**config.mk**
```make
export PLATFORM = sky130hd
export DESIGN_NAME = audio_i2s_tx
export DESIGN_NICKNAME = d
export VERILOG_FILES = /design/src/rtl/audio_i2s_tx.sv
export SDC_FILE = /design/constraint.sdc
export NUM_CORES = 1
export LEC_CHECK = 0
export CAP_MARGIN = 30
export CORE_MARGIN = 2
export CORE_UTILIZATION = 56
export CTS_BUF_LIST = sky130_fd_sc_hd__clkbuf_16
export DETAILED_ROUTE_END_ITERATION = 12
export PLACE_DENSITY = 0.83
export SETUP_SLACK_MARGIN = 0.1
export SYNTH_ARGS = -nofsm -noshare
export SYNTH_HDL_FRONTEND = slang
export SYNTH_SLANG_ARGS = --single-unit
```
**constraint.sdc**
```tcl
create_clock -name clock -period 2.9 [get_ports clock]
set_input_delay 0.87 -clock clock [delete_from_list [all_inputs] [get_ports clock]]
set_output_delay 0.87 -clock clock [all_outputs]
set_load 0.01 [all_outputs]
```
**src/rtl/audio_i2s_tx.sv**
```systemverilog
// I2S transmitter with an MCLK derived from a fractional accumulator. SCLK is MCLK/4,
// a frame is 64 SCLKs, and one sample pair is held in a single-entry holding register.
module audio_i2s_tx #(
  parameter int SAMPLE_WIDTH  = 16,
  parameter int ACCUM_INC     = 245760,
  parameter int ACCUM_MOD     = 742500,
  parameter int ACCUM_WIDTH   = 22,
  parameter bit UNDERRUN_ZERO = 1'b1
) (
  input  logic                           clock,
  input  logic                           reset,
  input  logic signed [SAMPLE_WIDTH-1:0] sample_left,
  input  logic signed [SAMPLE_WIDTH-1:0] sample_right,
  input  logic                           sample_valid,
  output logic                           sample_ready,
  output logic                           audio_mclk,
  output logic                           audio_lrck,
  output logic                           audio_dac,
  output logic [15:0]                    underrun_count
);

  localparam logic [ACCUM_WIDTH-1:0] INC = ACCUM_WIDTH'(ACCUM_INC);
  localparam logic [ACCUM_WIDTH-1:0] MOD = ACCUM_WIDTH'(ACCUM_MOD);

  logic [ACCUM_WIDTH-1:0]         acc;
  logic [1:0]                     div;
  logic [4:0]                     bit_cnt;
  logic [31:0]                    shift;
  logic signed [SAMPLE_WIDTH-1:0] left_frm, right_frm;
  logic signed [SAMPLE_WIDTH-1:0] left_hold, right_hold;
  logic                           hold_full;

  logic                           wrap, mclk_rise, sclk_fall, slot_end, frame_start, xfer;
  logic signed [SAMPLE_WIDTH-1:0] left_nxt, right_nxt;

  // Sample left-justified in a 32-bit slot, low bits zero.
  function automatic logic [31:0] to_slot(input logic signed [SAMPLE_WIDTH-1:0] s);
    logic [31:0] r;
    r = '0;
    r[31 -: SAMPLE_WIDTH] = s;
    return r;
  endfunction

  function automatic logic [15:0] sat_inc(input logic [15:0] c);
    return (c == 16'hFFFF) ? c : c + 16'd1;
  endfunction

  assign wrap         = (acc >= MOD);
  assign mclk_rise    = wrap && !audio_mclk;
  assign sclk_fall    = mclk_rise && (div == 2'd3);
  assign slot_end     = sclk_fall && (bit_cnt == 5'd31);
  assign frame_start  = slot_end && audio_lrck;
  assign xfer         = sample_valid && !hold_full;
  assign sample_ready = !hold_full;

  // Frame registers as seen by the left slot loaded in the same cycle as frame start.
  always_comb begin
    left_nxt  = left_frm;
    right_nxt = right_frm;
    if (frame_start) begin
      if (hold_full) begin
        left_nxt  = left_hold;
        right_nxt = right_hold;
      end else if (UNDERRUN_ZERO) begin
        left_nxt  = '0;
        right_nxt = '0;
      end
    end
  end

  always_ff @(posedge clock) begin
    if (reset) begin
      acc            <= '0;
      div            <= '0;
      bit_cnt        <= '0;
      shift          <= '0;
      left_frm       <= '0;
      right_frm      <= '0;
      left_hold      <= '0;
      right_hold     <= '0;
      hold_full      <= 1'b0;
      audio_mclk     <= 1'b0;
      audio_lrck     <= 1'b1;
      audio_dac      <= 1'b0;
      underrun_count <= '0;
    end else begin
      if (wrap) begin
        acc        <= acc - MOD + INC;
        audio_mclk <= !audio_mclk;
      end else begin
        acc <= acc + INC;
      end
      if (mclk_rise) div <= div + 2'd1;

      if (sclk_fall) begin
        audio_dac <= shift[31];
        bit_cnt   <= bit_cnt + 5'd1;
        if (slot_end) begin
          audio_lrck <= !audio_lrck;
          shift      <= audio_lrck ? to_slot(left_nxt) : to_slot(right_frm);
        end else begin
          shift <= {shift[30:0], 1'b0};
        end
      end

      left_frm  <= left_nxt;
      right_frm <= right_nxt;
      if (frame_start && !hold_full) underrun_count <= sat_inc(underrun_count);

      // Frame start sees the pre-transfer holding state; a same-cycle push still lands.
      if (xfer) begin
        left_hold  <= sample_left;
        right_hold <= sample_right;
        hold_full  <= 1'b1;
      end else if (frame_start) begin
        hold_full <= 1'b0;
      end
    end
  end

endmodule

```
Word-level counts from Yosys, hierarchy flattened
Index checks and enable logic that the tools add are counted.

Bits in registers: 145. Input bits: 35. Word-level logic and storage cells: 44.

Multiplexer cells: 8. Reduce and logical (&&, ||, !) cells: 12. Bitwise logic cells: 1. Equal/unequal tests: 3. Magnitude comparators: 1. Add/subtract/negate cells: 6.

Operator list (count): 32-bit 2-to-1 mux (2); 16-bit 2-to-1 mux (3); 22-bit by 18-bit adder with 22-bit output (second input constant) (2); 22-bit by 20-bit >= comparator with 1-bit output (second input constant) (1); 22-bit 2-to-1 mux (1); 22-bit by 20-bit subtractor with 22-bit output (second input constant) (1); 16-bit by 1-bit adder with 16-bit output (second input constant) (1); 16-bit equality test (second input constant) (1); 1-bit logical AND (6); 5-bit by 1-bit adder with 5-bit output (second input constant) (1); 5-bit equality test (second input constant) (1); 2-bit AND reduction (2); 1-bit zero test (3); 2-bit by 1-bit adder with 2-bit output (second input constant) (1); 2-bit equality test (second input constant) (1); 1-bit 2-to-1 mux (2); 2-bit nonzero test (1); 1-bit NOT (1).

Depth between registers and ports, before layout
Gate-level depths: netlist of the first run.

Depth in word-level cells: 8. Gate-level depth with buffers: 11. Mapped depth without buffers: 9.

Worst setup path before layout of the first run
Ideal clock, no wire load.

Path kind: reg2reg. From: register bit_cnt[0]. To: register underrun_count[11]. Setup time: 70 ps. Buffers on the path: 0. Path slack: 604 ps. Arrival time: 2226 ps. Stages on the path, launching flop included: 10. Period minus slack after synthesis: 2296 ps. Cell sequence: dfxtp_1 ha_1 and3_1 ha_1 nand4b_2 nand2b_1 nor3_1 o211ai_1 or4_1 a21oi_1.

Longest elaborated chain between the ends: 5.

Ends and longest elaborated chain: from (decl) (line 27) `logic [4:0] bit_cnt;`; from (signal assigned) (line 97) `bit_cnt <= bit_cnt + 5'd1;`; 5-bit equality test (line 51) `assign slot_end = sclk_fall && (bit_cnt == 5'd31);`; 1-bit logical AND (line 51); 1-bit logical AND (line 52) `assign frame_start = slot_end && audio_lrck;`; 1-bit logical AND (line 108) `if (frame_start && !hold_full) underrun_count <= sat_inc(underrun_count);`; 2-bit AND reduction (no source line); to (signal assigned) (line 108); to (decl) (line 19) `output logic [15:0] underrun_count`.

Every way passes these cells. A chain may end at the register's enable or synchronous reset.

Worst setup path in the final report of the first run
From: register bit_cnt[0]. To: register underrun_count[15].

The elaborated chain is that of the path after synthesis.

==> impl_metrics.py, run 1 <==
metrics = {
    "outcome": {
        "outcome": "completed",
    },
    "yosys": {
        "synthArstFlopShare": 0,
        "synthCells": 622,
        "synth-seq-cells": 111,
        "synth_top_family_by_area": "compound AO/OA/AOI/OAI gates",
        "yosys.area_share.simple": 0.199,
        "synth_top_area_frac": 0.438,
        "ys.flop_type": "dfxtp_1",
        "synth.cell_area_um2": 5070,
        "synth-edff-count": 0,
        "syn-num-nets": 667,
        "synthAdderAreaFrac": 0.0247,
        "yosysUniqueCellTypes": 54,
        "synth_compound_area_frac": 0.216,
        "synthMuxAreaShare": 0.0207,
        "synth_area_leaders": "dfxtp_1 (44%), nand2_1 (8.4%), a21oi_1 (7.1%)",
        "yosysTopAreaCell": "dfxtp_1",
        "avgSynthCellArea_um2": 8.15,
        "synthXorXnorAreaFrac": 0.0432,
        "ys_warn_count": 0,
        "seq_area_frac_synth": 0.438,
    },
    "global_route": {
        "grt_max_degree": 38,
        "gr-total-overflow": 0,
        "grtUsageTotal": 0.247,
        "antenna_found_initial": 0,
        "grt_pass1_vias": 4333,
        "grt_pass1_wl_um": 20000,
    },
    "die": {
        "initial_core_util": 0.579,
        "die_y_um": 99.2,
        "io_pins": 55,
        "rows": 34,
        "die_x_um": 99.2,
        "die-area_um2": 9830,
        "coreArea_um2": 8760,
    },
    "timing": {
        "setup_viol": 0,
        "fmax_mhz": 395,
        "timing.final.ws_setup_ns": 0.366,
        "relSlewSlack": 0.625,
        "hold_violations": 0,
        "finClkSkew_ns": 0.00652,
        "timing.setup.tns_ns": 0,
        "worst_slew_pin_slew_ns": 0.560,
        "maxSlewViolCount": 0,
        "rsz0062_at_grt": "false",
        "period_needed_ns": 2.53,
        "period_share": 0.874,
    },
    "setup_path": {
        "critPathCaptureType": "flip-flop",
        "crit_buf_inv": 0,
        "cp_cell_sequence": "ha_1, and3_1, ha_1, nand4b_2, nand2b_1, nor3_1, o211ai_1, or4_1, a21oi_1",
        "crit_path_frequent_cell": "ha_1",
        "path_max_fanout": 8,
        "crit_required_ns": 3.18,
        "path_delay_family": "simple AND/OR/NAND/NOR gates",
        "crit_slowest_cell": "or4_1",
        "cp.depth": 9,
        "r2r_cells": 9,
        "cp.arrival_ns": 2.81,
        "critPathMaxStageDelay_ns": 0.47,
        "start_kind": "flip-flop",
        "crit_type": "reg2reg",
    },
    "pwr": {
        "power_switching_uw": 1260,
        "p_leak_uw": 0.00200,
        "ir_drop_mv": 0.531,
        "p_clk_frac": 0.280,
        "seqPwrFrac": 0.465,
        "power.internal_uw": 2720,
        "p_comb_frac": 0.255,
        "switching_share": 0.317,
        "p_per_area_nw_per_um2": 671,
    },
    "min_path": {
        "hold_depth": 2,
        "hold_class": "reg2reg",
    },
    "placement": {
        "gp_congestion": 0.819,
        "io_buffers": 54,
        "pre_cts_ws_ns": 0.404,
        "hpwl_um": 8160,
    },
    "drt": {
        "routed_wl_um": 11800,
        "route.met3.wl_um": 524,
        "drt-pass1-iter-count": 4,
        "num_vias": 4487,
        "ant_nets": 0,
        "maxUsedRoutingLayer": "met4",
        "vias_per_cell": 5.80,
        "wl_per_cell_um": 15.2,
        "drc": 0,
        "wl_met2_um": 5860,
        "drtIter0Drc": 285,
        "m1WireLength_um": 5280,
    },
    "clock_tree": {
        "cts-buffers-inserted": 9,
        "cts_tree": "built",
        "clk_path_buf_depth": 2,
        "postCtsSetupBuffers": 0,
        "cts_hold_buf": 0,
        "path_clk_slew_ns": 0.07,
        "cts-root-buf": "clkbuf_16",
        "cts_resized": 0,
        "htreeDepth": 3,
        "cts.sinks": 111,
        "clkLatencyLatePin_ns": 0.34,
    },
    "layout": {
        "utilization": 0.677,
        "area_growth_pct": 17.0,
        "layout-drive-gt1-share": 0.0706,
        "final_nets": 707,
        "diodes": 0,
    },
    "job": {
        "maxCapViolations": 0,
    },
}
cells by family (layout without fill, tap and decap cells):
kind of cell,after synthesis,count (layout)
AOI/OAI and AO/OA,178,178
xor gates and xnor gates,25,25
muxes,10,10
adders and majority gates,10,10
DFF,111,111
and+or+nand+nor,224,224
buffers and inverters,64,108
layout make-up:
type / count / area, um2
well taps: 108 / 135
flip-flops and latches: 111 / 2220
fillers: 700 / 2830
multi-input cells: 447 / 2560
clock inverters: 6 / 40.0
repair buffers: 70 / 668
inverters: 23 / 86.3
clock buffers: 9 / 225
flip-flops by register name, summed over array words and instances (netlist names):
signal          count
bit_cnt             5
div                 2
audio_dac           1
left_hold          16
shift              16
right_frm          16
right_hold         16
acc                20
hold_full           1
underrun_count     16
audio_mclk          1
audio_lrck          1
per-layer routing:
layer / GRT usage / vias up
met5: 0 / -
met4: 0.0759 / 0
met3: 0.0401 / 13
met2: 0.421 / 118
met1: 0.323 / 2135
li1: - / 2221
final timing paths:
kind              slack [ns]                        from                         endpoint
hold reg to reg         0.46  right_hold[3]$_SDFFE_PP0P_       right_hold[3]$_SDFFE_PP0P_
hold / removal          0.46  right_hold[3]$_SDFFE_PP0P_       right_hold[3]$_SDFFE_PP0P_
setup reg to reg        0.37     bit_cnt[0]$_SDFFE_PP0P_  underrun_count[15]$_SDFFE_PP0P_
setup / recovery        0.37     bit_cnt[0]$_SDFFE_PP0P_  underrun_count[15]$_SDFFE_PP0P_
cells in the mapped netlist, types with 5 or more instances:
master,number
nor2b_1,6
dfxtp_1,111
xnor2_1,20
ha_1,10
nand2_1,113
o21ai_0,56
a211oi_1,7
a31oi_1,17
a21oi_1,72
nor2_1,40
nand3_1,25
clkbuf_1,28
nand4_1,5
nor3_1,7
or3_1,6
mux2i_1,6
and3_1,5
inv_1,23
buf_6,5
xor2_1,5
buf_2,5
power by group through the flow:
stage | sequential, uW | combinational [uW] | clock, uW
floorplan | 1820 | 820 | 0
global placement | 1870 | 962 | 0
detailed placement | 1880 | 1000 | 0
CTS | 1850 | 1010 | 1130
global route | 1880 | 1120 | 1180
finish | 1850 | 1020 | 1120
per-stage QoR:
stage,instance area [um2],total power [uW],hold WS (ns),cells
detailed placement,5670,2890,0.446,759
global route,5930,4180,0.473,774
finish,5930,3980,0.455,774
floorplan,5070,2640,0.432,622
CTS,5930,3990,0.457,774
global placement,5670,2830,0.443,759
layout by cell type, fill, tap and decap left out, types with 7 or more instances in the layout:
master	count
inv_1	24
o21ai_0	56
ha_1	10
a21oi_1	72
clkbuf_16	9
nor2_1	40
nand2_1	113
xnor2_1	20
buf_4	15
a211oi_1	7
nor3_1	7
clkdlybuf4s50_1	53
nand3_1	25
a31oi_1	17
dfxtp_1	111
worst reg2reg max path: stages, from the launching register on:
cell and delay [ns]:
dfxtp_1 0.37, ha_1 0.18, and3_1 0.17, ha_1 0.18, nand4b_2 0.19, nand2b_1 0.29
nor3_1 0.22, o211ai_1 0.26, or4_1 0.47, a21oi_1 0.14
(Power assumes the default switching activity.)
==> inputs of run 2 (changes only) <==
==> constraint.sdc (replaced) <==
create_clock -name clock -period 2.65 [get_ports clock]
set_input_delay 0.795 -clock clock [delete_from_list [all_inputs] [get_ports clock]]
set_output_delay 0.795 -clock clock [all_outputs]
set_load 0.01 [all_outputs]
==> run 2 against run 1 <==
  * Hold slack worse by 0.0013 ns
  * Die area is the same
  * Utilization rose by 0.71 points
  * First-iteration DRC count is 23% lower
==> impl_metrics.py, run 2 (synthesized netlist as in run 1, its figures left out) <==
metrics = {
    "outcome": {
        "outcome": "completed",
    },
    "global_route": {
        "gr-total-overflow": 0,
        "grt_max_degree": 98,
        "antenna_found_initial": 0,
        "grt_pass1_wl_um": 19600,
        "grt_pass1_vias": 4211,
        "grtUsageTotal": 0.239,
    },
    "timing": {
        "hold_violations": 0,
        "period_share": 0.907,
        "relSlewSlack": 0.621,
        "setup_viol": 0,
        "fmax_mhz": 416,
        "timing.setup.tns_ns": 0,
        "period_needed_ns": 2.40,
        "finClkSkew_ns": 0.00911,
        "worst_slew_pin_slew_ns": 0.563,
        "maxSlewViolCount": 0,
        "rsz0062_at_grt": "true",
    },
    "layout": {
        "top_register": "acc",
        "area_growth_pct": 18.2,
        "final_common_cell": "nand2_1",
        "largest_reg_flops": 20,
        "diodes": 0,
        "final_cell_mix": "nand2_1 (113), dfxtp_1 (111), a21oi_1 (72)",
        "final_nets": 704,
        "layout-drive-gt1-share": 0.0679,
        "utilization": 0.684,
    },
    "setup_path": {
        "path_delay_family": "compound AO/OA/AOI/OAI gates",
        "crit_type": "reg2reg",
        "crit_buf_inv": 3,
        "start_kind": "flip-flop",
        "cp.arrival_ns": 2.65,
        "path_max_fanout": 22,
        "cp_cell_sequence": "inv_1, ha_1, and4b_1, o211ai_2, a31o_1, buf_4, a211oi_4, buf_4, nand2_1, a31oi_1",
        "crit_path_frequent_cell": "buf_4",
        "critPathMaxStageDelay_ns": 0.39,
        "crit_required_ns": 2.90,
        "ff2ff_setup_slack_ns": 0.25,
        "critPathCaptureType": "flip-flop",
        "crit_slowest_cell": "dfxtp_1",
    },
    "drt": {
        "wl_per_cell_um": 14.9,
        "drt-pass1-iter-count": 4,
        "vias_per_cell": 5.83,
        "drtIter0Drc": 219,
        "ant_nets": 0,
        "drc": 0,
        "routed_wl_um": 11500,
        "num_vias": 4493,
    },
    "clock_tree": {
        "cts-buffers-inserted": 9,
        "clk_path_buf_depth": 2,
        "cts-root-buf": "clkbuf_16",
        "cts.sinks": 111,
        "postCtsSetupBuffers": 0,
        "cts_hold_buf": 0,
        "path_clk_slew_ns": 0.07,
        "cts_resized": 0,
        "clkLatencyLatePin_ns": 0.34,
        "htreeDepth": 3,
        "cts_tree": "built",
    },
    "die": {
        "die_x_um": 99.2,
        "die-area_um2": 9830,
        "rows": 34,
        "initial_core_util": 0.579,
        "coreArea_um2": 8760,
        "io_pins": 55,
        "die_y_um": 99.2,
    },
    "pwr": {
        "ir_drop_mv": 0.597,
        "p_leak_uw": 0.00203,
        "power_switching_uw": 1380,
        "p_comb_frac": 0.248,
        "p_clk_frac": 0.309,
        "seqPwrFrac": 0.444,
        "switching_share": 0.303,
        "power.internal_uw": 3170,
        "p_per_area_nw_per_um2": 759,
    },
    "placement": {
        "gp_congestion": 0.922,
        "io_buffers": 54,
        "hpwl_um": 7650,
    },
    "job": {
        "maxCapViolations": 0,
    },
    "min_path": {
        "hold_class": "reg2reg",
    },
}
-- run 2: routing by layer --
| metal | up-vias | track usage | share of wire |
|---|---|---|---|
| li1 | 2220 | - | - |
| met4 | 0 | 0.0748 | 0.014 |
| met2 | 136 | 0.397 | 0.50 |
| met5 | - | 0 | 0 |
| met3 | 16 | 0.0436 | 0.054 |
| met1 | 2121 | 0.319 | 0.43 |
-- run 2: final timing paths --
kind | startpoint | end | cells after the start
worst min register to register | right_frm[10]$_SDFFE_PP0N_ | right_frm[10]$_SDFFE_PP0N_ | 2
worst max-delay path | acc[15]$_SDFF_PP0_ | shift[29]$_SDFFE_PP0P_ | 10
worst min-delay path | right_frm[10]$_SDFFE_PP0N_ | right_frm[10]$_SDFFE_PP0N_ | 2
worst max register to register | acc[15]$_SDFF_PP0_ | shift[29]$_SDFFE_PP0P_ | 10
-- run 2: tightest hold or removal path, cell delays in order (launching register included) --
cell and delay [ns]:
dfxtp_1 0.31, nand2_1 0.05, a21oi_1 0.05
-- run 2: stage by stage --
stage | cells | cell area (um2) | worst slack (ns) | hold WS, ns | total power, uW
floorplan | 622 | 5070 | 0.354 | 0.432 | 2890
global placement | 756 | 5660 | 0.312 | 0.442 | 3100
detailed placement | 756 | 5660 | 0.179 | 0.446 | 3140
CTS | 771 | 5970 | 0.131 | 0.453 | 4550
global route | 771 | 6000 | 0.0803 | 0.472 | 4790
finish | 771 | 6000 | 0.246 | 0.454 | 4550
-- run 2: final cells by class --
type	instances	area (um2)
inverter	23	86.3
clock inverter	6	87.6
multi-input combinational	447	2580
timing repair buffer	67	658
fill	704	2770
clock buffer	9	225
tap	108	135
sequential	111	2220
-- run 2: power by group through the flow --
stage | logic (uW) | registers (uW) | clock network (uW)
floorplan | 897 | 2000 | 0
global placement | 1060 | 2040 | 0
detailed placement | 1090 | 2050 | 0
CTS | 1110 | 2010 | 1420
global route | 1250 | 2050 | 1490
finish | 1130 | 2020 | 1400
==> inputs of run 3 (changes only) <==
--- a/config.mk
+++ b/config.mk
@@ -10,6 +10,7 @@
 export CORE_UTILIZATION = 56
 export CTS_BUF_LIST = sky130_fd_sc_hd__clkbuf_16
 export DETAILED_ROUTE_END_ITERATION = 12
+export GPL_ROUTABILITY_DRIVEN = 0
 export PLACE_DENSITY = 0.83
 export SETUP_SLACK_MARGIN = 0.1
 export SYNTH_ARGS = -nofsm -noshare
==> results of run 3 <==
The final DEF is identical to that of run 2; final timing and power are the same.
